===== src/rtl/picomem_arb_pkg.sv =====
// ============================================================================
// Module   : picomem_arb_pkg
// Purpose  : Shared types and constants for the PicoMem 2:1 arbiter.
// Revision : 1.0 - initial release
// ============================================================================
`default_nettype none

package picomem_arb_pkg;

    typedef enum logic [1:0] {
        ST_IDLE = 2'd0,
        ST_GNT0 = 2'd1,
        ST_GNT1 = 2'd2
    } arb_state_t;

    typedef struct packed {
        logic [31:0] addr;
        logic [31:0] wdata;
        logic [3:0]  wstrb;
    } picomem_req_t;

    localparam logic [31:0] PICOMEM_ERR_RDATA = 32'hDEAD_BEEF;

    // One-hot owner vector; IDLE yields 2'b00.
    function automatic logic [1:0] state_to_grant(input arb_state_t st);
        logic [1:0] g;
        g = 2'b00;
        if (st == ST_GNT0) g = 2'b01;
        if (st == ST_GNT1) g = 2'b10;
        return g;
    endfunction

endpackage

`default_nettype wire


===== src/rtl/picomem_arbiter_2_1.sv =====
// ============================================================================
// Module   : picomem_arbiter_2_1
// Purpose  : Two-master to one-slave PicoMem arbiter with per-access watchdog.
// Revision : 1.0 - initial release
// ============================================================================
`default_nettype none

module picomem_arbiter_2_1
    import picomem_arb_pkg::*;
#(
    parameter int          ROUND_ROBIN   = 1,
    parameter int          TIMEOUT       = 1024,
    parameter logic [31:0] TIMEOUT_RDATA = PICOMEM_ERR_RDATA
) (
    input  logic        clk,
    input  logic        resetn,

    input  logic        m0_valid,
    output logic        m0_ready,
    input  logic [31:0] m0_addr,
    input  logic [31:0] m0_wdata,
    input  logic [3:0]  m0_wstrb,
    output logic [31:0] m0_rdata,

    input  logic        m1_valid,
    output logic        m1_ready,
    input  logic [31:0] m1_addr,
    input  logic [31:0] m1_wdata,
    input  logic [3:0]  m1_wstrb,
    output logic [31:0] m1_rdata,

    output logic        s_valid,
    input  logic        s_ready,
    output logic [31:0] s_addr,
    output logic [31:0] s_wdata,
    output logic [3:0]  s_wstrb,
    input  logic [31:0] s_rdata,

    output logic [1:0]  grant,
    output logic        timeout_err
);

    localparam int WCNT_W = (TIMEOUT > 0) ? $clog2(TIMEOUT + 1) : 1;
    localparam logic [WCNT_W-1:0] WCNT_LIMIT = WCNT_W'((TIMEOUT > 0) ? (TIMEOUT - 1) : 0);
    localparam logic [WCNT_W-1:0] WCNT_SAT   = '1;
    localparam bit   WDOG_EN    = (TIMEOUT > 0);
    localparam bit   RR_EN      = (ROUND_ROBIN != 0);

    arb_state_t        state, state_nxt;
    logic              last, last_nxt;
    logic [WCNT_W-1:0] wcnt, wcnt_nxt;

    picomem_req_t req0, req1, act_req;
    logic         act_valid;
    logic         expire;
    logic         resp_ready;
    logic [31:0]  resp_rdata;

    assign req0 = '{addr: m0_addr, wdata: m0_wdata, wstrb: m0_wstrb};
    assign req1 = '{addr: m1_addr, wdata: m1_wdata, wstrb: m1_wstrb};

    always_ff @(posedge clk or negedge resetn) begin
        if (!resetn) begin
            state <= ST_IDLE;
            last  <= 1'b1;
            wcnt  <= '0;
        end else begin
            state <= state_nxt;
            last  <= last_nxt;
            wcnt  <= wcnt_nxt;
        end
    end

    assign grant = state_to_grant(state);

    always_comb begin
        state_nxt   = state;
        last_nxt    = last;
        wcnt_nxt    = wcnt;
        act_valid   = 1'b0;
        act_req     = '0;
        expire      = 1'b0;
        resp_ready  = 1'b0;
        resp_rdata  = '0;
        s_valid     = 1'b0;
        s_addr      = '0;
        s_wdata     = '0;
        s_wstrb     = '0;
        m0_ready    = 1'b0;
        m0_rdata    = '0;
        m1_ready    = 1'b0;
        m1_rdata    = '0;
        timeout_err = 1'b0;

        case (state)
            ST_IDLE: begin
                wcnt_nxt = '0;
                if (m0_valid && m1_valid) begin
                    // Under round-robin the master that did not own the slave last wins.
                    if (RR_EN && !last) begin
                        state_nxt = ST_GNT1;
                        last_nxt  = 1'b1;
                    end else begin
                        state_nxt = ST_GNT0;
                        last_nxt  = 1'b0;
                    end
                end else if (m0_valid) begin
                    state_nxt = ST_GNT0;
                    last_nxt  = 1'b0;
                end else if (m1_valid) begin
                    state_nxt = ST_GNT1;
                    last_nxt  = 1'b1;
                end
            end

            ST_GNT0, ST_GNT1: begin
                act_valid = (state == ST_GNT0) ? m0_valid : m1_valid;
                act_req   = (state == ST_GNT0) ? req0 : req1;

                // A slave response in the expiry cycle takes precedence over the abort.
                expire = WDOG_EN && act_valid && !s_ready && (wcnt == WCNT_LIMIT);

                s_valid     = act_valid && !expire;
                s_addr      = act_req.addr;
                s_wdata     = act_req.wdata;
                s_wstrb     = act_req.wstrb;
                resp_ready  = s_ready || expire;
                resp_rdata  = expire ? TIMEOUT_RDATA : s_rdata;
                timeout_err = expire;

                if (s_ready || !act_valid || expire) begin
                    state_nxt = ST_IDLE;
                end else if (wcnt != WCNT_SAT) begin
                    wcnt_nxt = wcnt + WCNT_W'(1);
                end

                if (state == ST_GNT0) begin
                    m0_ready = resp_ready;
                    m0_rdata = resp_rdata;
                end else begin
                    m1_ready = resp_ready;
                    m1_rdata = resp_rdata;
                end
            end

            default: begin
                state_nxt = ST_IDLE;
            end
        endcase
    end

endmodule

`default_nettype wire

===== config.mk =====
export PLATFORM = sky130hd
export DESIGN_NAME = picomem_arbiter_2_1
export DESIGN_NICKNAME = d
export VERILOG_FILES = /design/src/rtl/picomem_arb_pkg.sv /design/src/rtl/picomem_arbiter_2_1.sv
export SDC_FILE = /design/constraint.sdc
export NUM_CORES = 1
export LEC_CHECK = 0
export ABC_AREA = 1
export CORE_AREA = 2 2 121 123
export DETAILED_ROUTE_END_ITERATION = 8
export DIE_AREA = 0 0 123 125
export SETUP_SLACK_MARGIN = 0.3
export SYNTH_ARGS = -nofsm -noshare
export SYNTH_HDL_FRONTEND = slang
export SYNTH_SLANG_ARGS = --single-unit

===== constraint.sdc =====
create_clock -name clk -period 4.6 [get_ports clk]
set_input_delay 0.69 -clock clk [delete_from_list [all_inputs] [get_ports clk]]
set_output_delay 0.69 -clock clk [all_outputs]
set_load 0.01 [all_outputs]

==> flow_metrics.tcl, run 1 <==
set metrics [dict create \
    status "finished, final reports clean" \
    clock.fmax_mhz 267 \
    use_met2_pct 29.9 \
    grt_pass1_wl_um 19700 \
    crit_chain "clkdlybuf4s50_1 > nand2_1 > nand2_1 > nand2_2 > nor2_8 > buf_4 > nor2_4 > nor2_1 > clkdlybuf4s50_1" \
    cts_root_buf "clkbuf_16" \
    io_pins 311 \
    portBuffers 310 \
    ir_drop_uv 442 \
    cp_max_fo 23 \
    coreArea_um2 14200 \
    synthAdderAreaFrac_pct 2.50 \
    switching_power_mw 1.39 \
    cp_num_buf_inv 3 \
    cp_data_required_time_ps 3910 \
    p_clk_share_pct 5.8 \
    endpoint_kind "primary output" \
    grt_busiest_layer "met2" \
    final_util_pct 41.0 \
    cts_resized 0 \
    internal_power_mw 1.53 \
    cts_hold_buf 0 \
    hold_viol 0 \
    setup_tns_ps 0 \
    min_path_type "register to register" \
    start_util_pct 17.6 \
    syn_to_final_growth_pct 133 \
    power.total_mw 2.92 \
    netlist_top_cells_area "nand2_1 30%, a21oi_1 16%, nor2_1 13%, dfrtp_1 13%, nor2_4 9.5%" \
    synth_most_common_cell "nand2_1" \
    die_h_um 125 \
    arrival_ps 3050 \
    synth_top_area_share_pct 30.5 \
    period_share_pct 81.3 \
    rsz0062_at_grt "no" \
    n_antenna_cell 0 \
    crit_path_max_incr_delay_ps 550 \
    wl_per_cell_um 14.0 \
    syn_inst 478 \
    drive_gt1_share_pct 5.61 \
    syn-cell-area_um2 2500 \
    grt_use_total_pct 15.8 \
    skew_ps 5.82 \
    synth_compound_area_share_pct 16.9 \
    synth-seq-cells 14 \
    drc 0 \
    drv_cap 0 \
    synthTopCellsByCount "203 x nand2_1, 89 x nor2_1, 78 x a21oi_1" \
    clockBufferDepth 2 \
    pwr-share-comb_pct 88.6 \
    synth_top_family_by_area "simple AND/OR/NAND/NOR gates" \
    synth.avg_cell_area_um2 5.23 \
    cts_buffers 3 \
    dpl.hpwl_um 10400 \
    cp_slowest_cell "clkdlybuf4s50_1" \
    grt_util_met3_pct 4.56 \
    synthMuxAreaShare_pct 0 \
    power_frac_seq_pct 5.6 \
    critPathKind "input port to primary output" \
    switching_share_pct 47.6 \
    startpoint_type "input port" \
    yosysTopAreaCell "nand2_1" \
    die_x_um 123 \
    slew_headroom_pct 51.6 \
    n_fill_cell 1488 \
    syn_nets 656 \
    synth_xor_area_share_pct 0 \
    yosys_warnings 0 \
    grt_max_degree 70 \
    async_flop_share_pct 100 \
    ys_seq_area_share_pct 14.1 \
    path_delay_family "buffers and inverters" \
    cts_tree "yes" \
    layout.nets 946 \
    ys.flop_type "dfrtp_1" \
    vias 4008 \
    clock_latency_ps 250 \
    dr.pass1.iters 4 \
    avgViaCountPerCell 4.21 \
    antenna_found_initial 0 \
    setup_viol_count_final 0 \
    fin_crit_ps 3740 \
    met1_usage_pct 17.9 \
    overflow 0 \
    leakagePower_nw 2.35 \
    gp_congestion 0.762 \
    htreeDepth 1 \
    antenna_left 0 \
    grt_pass1_vias 3666 \
    cts_setup_buffers 0 \
    clk_pin_slew_ps 40 \
    drt_iter0_markers 113 \
    synth_edf_count 0 \
    die_area_um2 15400 \
    wirelength_um 13300 \
    placementRows 44 \
    power_density_nw_per_um2 502 \
    clock_sinks 14 \
    yosys.area_share.simple_pct 57.7 \
    worst_pin_slew_ps 726 \
    drv_slew 0 \
    yosys.cell_types.count 23 \
]
## tightest hold or removal path: stages, from the launching register on
cell and delay (ps):
dfstp_2 360, inv_1 60, a21oi_1 60
## power groups by stage
stage | Clock (mW) | Sequential (mW) | Combinational, mW
finish | 0.169 | 0.165 | 2.59
global route | 0.179 | 0.168 | 2.81
CTS | 0.172 | 0.166 | 2.63
detailed placement | 0 | 0.168 | 2.63
global placement | 0 | 0.167 | 2.65
floorplan | 0 | 0.161 | 1.16
## through the flow
step / area (um2) / std cells / hold slack [ps] / setup slack [ps]
2_1_floorplan: 2500 / 478 / 394 / 2210
3_3_place_gp: 5740 / 947 / 492 / 850
3_5_place_dp: 5740 / 947 / 483 / 837
4_1_cts: 5820 / 951 / 492 / 823
5_1_grt: 5820 / 951 / 530 / 688
6_report: 5820 / 951 / 490 / 861
## metal layers
layer	routed length, um	part of all wire [%]
met3	1590	12
met4	51	0.38
met2	6530	49
met5	0	0
met1	5110	38
## placed cells by master, fill, tap and decap left out, drive strengths merged
cell           count
ha                 5
dfrtp             13
clkinv             1
dfstp              1
nor3               1
o21a               1
buf                6
clkbuf             4
a21oi             79
o21ai              3
nand4              3
nor2             111
inv               17
clkdlybuf4s50    310
nand3              5
nand2            207
## kinds of logic after synthesis
group / Yosys count
DFF: 14
and+or+nand+nor: 327
AOI/OAI and AO/OA: 83
adders and majority gates: 5
buffers and inverters: 49
## path summary, 6_finish.rpt
| path | cells after the start | slack (ps) | endpoint | from |
|---|---|---|---|---|
| setup / recovery | 9 | 860 | m1_rdata[10] | m1_valid |
| hold / removal | 2 | 490 | last$_DFFE_PN1P_ | last$_DFFE_PN1P_ |
| max in group asynchronous | 1 | 3320 | wcnt[2]$_DFFE_PN0P_ | resetn |
| setup reg to reg | 7 | 2780 | wcnt[3]$_DFFE_PN0P_ | state[0]$_DFFE_PN0P_ |
| hold reg to reg | 2 | 490 | last$_DFFE_PN1P_ | last$_DFFE_PN1P_ |
| min in group asynchronous | 1 | 850 | wcnt[8]$_DFFE_PN0P_ | resetn |
## registers in the layout (all words and copies together) (netlist names)
name   count
last       1
wcnt      11
state      2
## area by class of cell
| class | instances | area [um2] | share of cell area, % |
|---|---|---|---|
| inverter | 18 | 68.8 | 1.18 |
| clock buffer | 4 | 78.8 | 1.35 |
| multi-input combinational | 415 | 1930 | 33.1 |
| timing repair buffer | 316 | 3160 | 54.3 |
| tap | 184 | 230 | 3.96 |
| sequential | 14 | 352 | 6.04 |
No activity file was read; power rests on OpenSTA's default activity.
==> run 2, diff against run 1 <==
- CORE_AREA: 2 2 121 123 -> 2 2 122 124
- DIE_AREA: 0 0 123 125 -> 0 0 124 126
- clock period: 4.6 -> 3.15 ns (I/O delays scaled with it)
==> flow_metrics.tcl, run 2 (synthesis results as in run 1) <==
set metrics [dict create \
    status "finished, final reports clean" \
    wirelength_um 14000 \
    worstReg2RegStart "state[0]$_DFFE_PN0P_" \
    clock_sinks 14 \
    overflow 0 \
    clockBufferDepth 2 \
    layout.nets 956 \
    hp-start "last$_DFFE_PN1P_" \
    clock_latency_ps 250 \
    cts_root_buf "clkbuf_16" \
    coreArea_um2 14300 \
    ir_drop_uv 406 \
    power_density_nw_per_um2 714 \
    rrSetupSlack_ps 1400 \
    dpl.hpwl_um 11100 \
    cts_tree "yes" \
    top_register "wcnt" \
    portBuffers 310 \
    placementRows 44 \
    hold_viol 0 \
    reg_top3 "wcnt x11, state x2, last x1" \
    startpoint_type "input port" \
    worst_pin_slew_ps 674 \
    drt_iter0_markers 160 \
    endpoint_kind "primary output" \
    setup_tns_ps 0 \
    hold_end "last$_DFFE_PN1P_" \
    reg2reg_to "state[0]$_DFFE_PN0P_" \
    final_util_pct 41.7 \
    antenna_left 0 \
    post-place-ws_ps 215 \
    syn_to_final_growth_pct 139 \
    io_pins 311 \
    grt_max_degree 70 \
    setup_viol_count_final 0 \
    grt_pass1_vias 3811 \
    cp_max_fo 7 \
    slew_headroom_pct 54.9 \
    htreeDepth 1 \
    n_fill_cell 1532 \
    avgViaCountPerCell 4.22 \
    fin_crit_ps 2900 \
    grt_pass1_wl_um 20200 \
    r2r_cells 9 \
    power.total_mw 4.26 \
    cts_buffers 3 \
    drv_cap 0 \
    rsz0062_at_grt "yes" \
    clock.fmax_mhz 345 \
    skew_ps 6.49 \
    cts_hold_buf 0 \
    gp_congestion 0.795 \
    start_util_pct 17.5 \
    wl_per_cell_um 14.6 \
    layout_common_cells "284 x clkdlybuf4s50_1, 203 x nand2_1, 89 x nor2_1" \
    vias 4056 \
    critPathKind "input port to primary output" \
    drv_slew 0 \
    hold_depth 2 \
    drive_gt1_share_pct 6.95 \
    cp_data_required_time_ps 2680 \
    die_h_um 126 \
    antenna_found_initial 1 \
    min_path_type "register to register" \
    die_x_um 124 \
    final.setup.worst_slack_ps 255 \
    grt_use_total_pct 16.3 \
    arrival_ps 2420 \
    clk_pin_slew_ps 40 \
    layout_commonest_cell "clkdlybuf4s50_1" \
    dr.pass1.iters 4 \
    period_share_pct 91.9 \
    drc 0 \
    cp-startpoint "m1_valid" \
    leakagePower_nw 2.68 \
    hold_slack_ps 488 \
    largest_reg_flops 11 \
    die_area_um2 15600 \
]
-- run 2: per-stage QoR --
stage	area (um2)	std cells
finish	5970	962
global route	5970	962
detailed placement	5790	952
CTS	5930	961
floorplan	2500	478
global placement	5790	952
-- run 2: metal layers --
layer / global-route usage [%] / part of all wire [%] / vias up
met5: 0 / 0 / -
met4: 2.25 / 0.64 / 0
met3: 4.94 / 12 / 8
met2: 30.1 / 50 / 213
met1: 18.7 / 38 / 1749
li1: - / - / 2086
-- run 2: what timing repair did --
item / 4_1_cts / 5_1_grt
gates cloned: 1 / 0
gates resized for setup: 16 / 14
setup buffers: 4 / 0
setup endpoints to repair: 63 / 105
pin swaps: 2 / 0
-- run 2: cell type report --
class,count,area (um2),area share (%)
inverter,18,68.8,1.15
clock buffer,4,78.8,1.32
timing repair buffer,326,3300,55.2
multi-input combinational,415,1940,32.5
tap,184,230,3.86
sequential,14,352,5.89
antenna,1,2.50,0.0419
-- run 2: worst max-delay path by stage --
stage | cells after the start | slack, ps | end
floorplan | 11 | 970 | m0_rdata[10]
global placement | 9 | 240 | m0_rdata[1]
detailed placement | 9 | 220 | m0_rdata[1]
CTS | 9 | 240 | m1_rdata[13]
global route | 11 | 120 | m1_rdata[13]
finish | 9 | 250 | m1_rdata[13]
-- run 2: critical path, cell delays in order --
cell	delay, ps
clkdlybuf4s50_1	510
nand2_1	80
nand2_1	100
nand2_2	110
nor2_8	180
bufbuf_16	320
nor2_4	40
nor2_1	70
clkdlybuf4s50_1	540
-- run 2: where the power goes --
| part | total, mW | leakage (nW) | switching, mW | internal (mW) |
|---|---|---|---|---|
| Combinational | 3.78 | 2.46 | 1.94 | 1.84 |
| Sequential | 0.239 | 0.189 | 0.0260 | 0.213 |
| Clock | 0.248 | 0.0382 | 0.0764 | 0.171 |
==> run 3, diff against run 2 <==
- GPL_TIMING_DRIVEN: default -> 1
- clock period: 3.15 -> 3.2 ns (I/O delays scaled with it)
==> flow_metrics.tcl, run 3 (synthesis results as in run 1) <==
set metrics [dict create \
    layout_common_cells "261 x clkdlybuf4s50_1, 202 x nand2_1, 89 x nor2_1" \
    hold_depth 2 \
    drv_slew 0 \
    drive_gt1_share_pct 7.44 \
    grt_max_degree 70 \
    critPathKind "input port to primary output" \
    r2r_cells 9 \
    rrSetupSlack_ps 1450 \
    avgViaCountPerCell 4.23 \
    min_path_type "register to register" \
    worst_pin_slew_ps 641 \
    post-place-ws_ps 248 \
    hp-start "last$_DFFE_PN1P_" \
    skew_ps 3.11 \
    htreeDepth 1 \
    vias 4081 \
    drc 0 \
    gp_congestion 0.793 \
    switching_share_pct 48.0 \
    power_frac_seq_pct 5.6 \
    wl_per_cell_um 14.4 \
    top_register "wcnt" \
    crit_chain "clkdlybuf4s50_1 > nand2_1 > nand2_2 > nand2_4 > nor2_8 > buf_12 > nor2_1 > nor2_1 > clkdlybuf4s50_1" \
    antenna_found_initial 1 \
    layout_commonest_cell "clkdlybuf4s50_1" \
    crit_path_max_incr_delay_ps 540 \
    setup_tns_ps 0 \
    endpoint_kind "primary output" \
    cts_hold_buf 0 \
    grt_pass1_wl_um 19700 \
    status "finished, final reports clean" \
    clock.fmax_mhz 355 \
    clockBufferDepth 2 \
    die_area_um2 15600 \
    die_h_um 126 \
    cts_tree "yes" \
    grt_pass1_vias 3737 \
    setup_viol_count_final 0 \
    rsz0062_at_grt "yes" \
    power_density_nw_per_um2 688 \
    cp_slowest_cell "clkdlybuf4s50_1" \
    startpoint_type "input port" \
    final.setup.worst_slack_ps 385 \
    drv_cap 0 \
    hold_viol 0 \
    ir_drop_uv 487 \
    internal_power_mw 2.17 \
    dp.cells 952 \
    cts_root_buf "clkbuf_16" \
    cts_buffers 3 \
    slew_headroom_pct 57.1 \
    n_fill_cell 1517 \
    portBuffers 310 \
    clock_latency_ps 240 \
    wirelength_um 13900 \
    grt_use_total_pct 15.8 \
    io_pins 311 \
    drt_iter0_markers 129 \
    power.total_mw 4.18 \
    pwr-share-comb_pct 88.6 \
    cp_max_fo 7 \
    dr.pass1.iters 4 \
    antenna_left 0 \
    placementRows 44 \
    clk_pin_slew_ps 50 \
    die_x_um 124 \
    switching_power_mw 2.01 \
    hold_end "last$_DFFE_PN1P_" \
    fin_crit_ps 2820 \
    cp_num_buf_inv 3 \
    largest_reg_flops 11 \
    fin_cells 965 \
    dpl.hpwl_um 11000 \
    start_util_pct 17.5 \
    coreArea_um2 14300 \
    worstReg2RegStart "state[1]$_DFFE_PN0P_" \
    p_clk_share_pct 5.8 \
    reg2reg_to "wcnt[9]$_DFFE_PN0P_" \
    cp_data_required_time_ps 2720 \
    syn_to_final_growth_pct 143 \
    path_delay_family "buffers and inverters" \
    overflow 0 \
    final_util_pct 42.4 \
    layout.nets 959 \
    reg_top3 "wcnt x11, state x2, last x1" \
    arrival_ps 2340 \
    leakagePower_nw 3.12 \
    clock_sinks 14 \
    period_share_pct 88.0 \
]
-- run 3: cell types whose count changed in the layout (fill, tap and decap cells not counted), sizes merged --
cell / delta
buf: +3
dlygate4sd2: -1
clkdlybuf4s50: -23
dlymetal6s2s: +24
-- run 3: final cells by class --
type	count	area, um2	share of cell area, %
repair buffers	329	3390	55.8
multi-input cells	415	1950	32.1
flip-flops and latches	14	352	5.79
well taps	184	230	3.79
clock buffers	4	78.8	1.30
inverters	18	71.3	1.17
diodes	1	2.50	0.0412
-- run 3: worst max-delay path by stage --
| stage | end | cells past startpoint | from |
|---|---|---|---|
| final | m0_rdata[2] | 9 | m0_valid |
| after global routing | m1_rdata[14] | 8 | state[1]$_DFFE_PN0P_ |
| after CTS | s_valid | 11 | state[1]$_DFFE_PN0P_ |
| after detailed placement | m1_rdata[2] | 9 | m0_valid |
| after global placement | m1_rdata[1] | 9 | m0_valid |
| after floorplan | m0_rdata[10] | 11 | state[1]$_DFFE_PN0P_ |
-- run 3: what timing repair did --
action,CTS,global route
pin swaps,1,2
resized for setup,15,44
gates cloned,1,0
setup endpoints to repair,53,91
setup buffers,4,3
-- run 3: metal layers --
layer | share of wire, % | GRT usage [%]
met1 | 36 | 17.2
met2 | 50 | 29.7
met3 | 12 | 5.71
met4 | 1.2 | 1.98
met5 | 0 | 0
-- run 3: per-stage QoR --
step / hold slack [ps] / instance area, um2
after floorplan: 184 / 2500
after global placement: 483 / 5790
after detailed placement: 486 / 5790
after CTS: 493 / 5930
after global routing: 525 / 6070
final: 495 / 6070
-- run 3: power by group through the flow --
stage                     clock [mW]  sequential, mW  combinational (mW)
final                          0.241           0.236                3.70
after global routing           0.255           0.239                4.04
after CTS                      0.245           0.235                3.79
after detailed placement           0           0.238                3.78
after global placement             0           0.240                3.81
after floorplan                    0           0.232                1.67
-- run 3: worst min-delay path, stage by stage, from the launching register on --
cell	delay, ps
dfstp_2	360
inv_1	70
a21oi_1	60
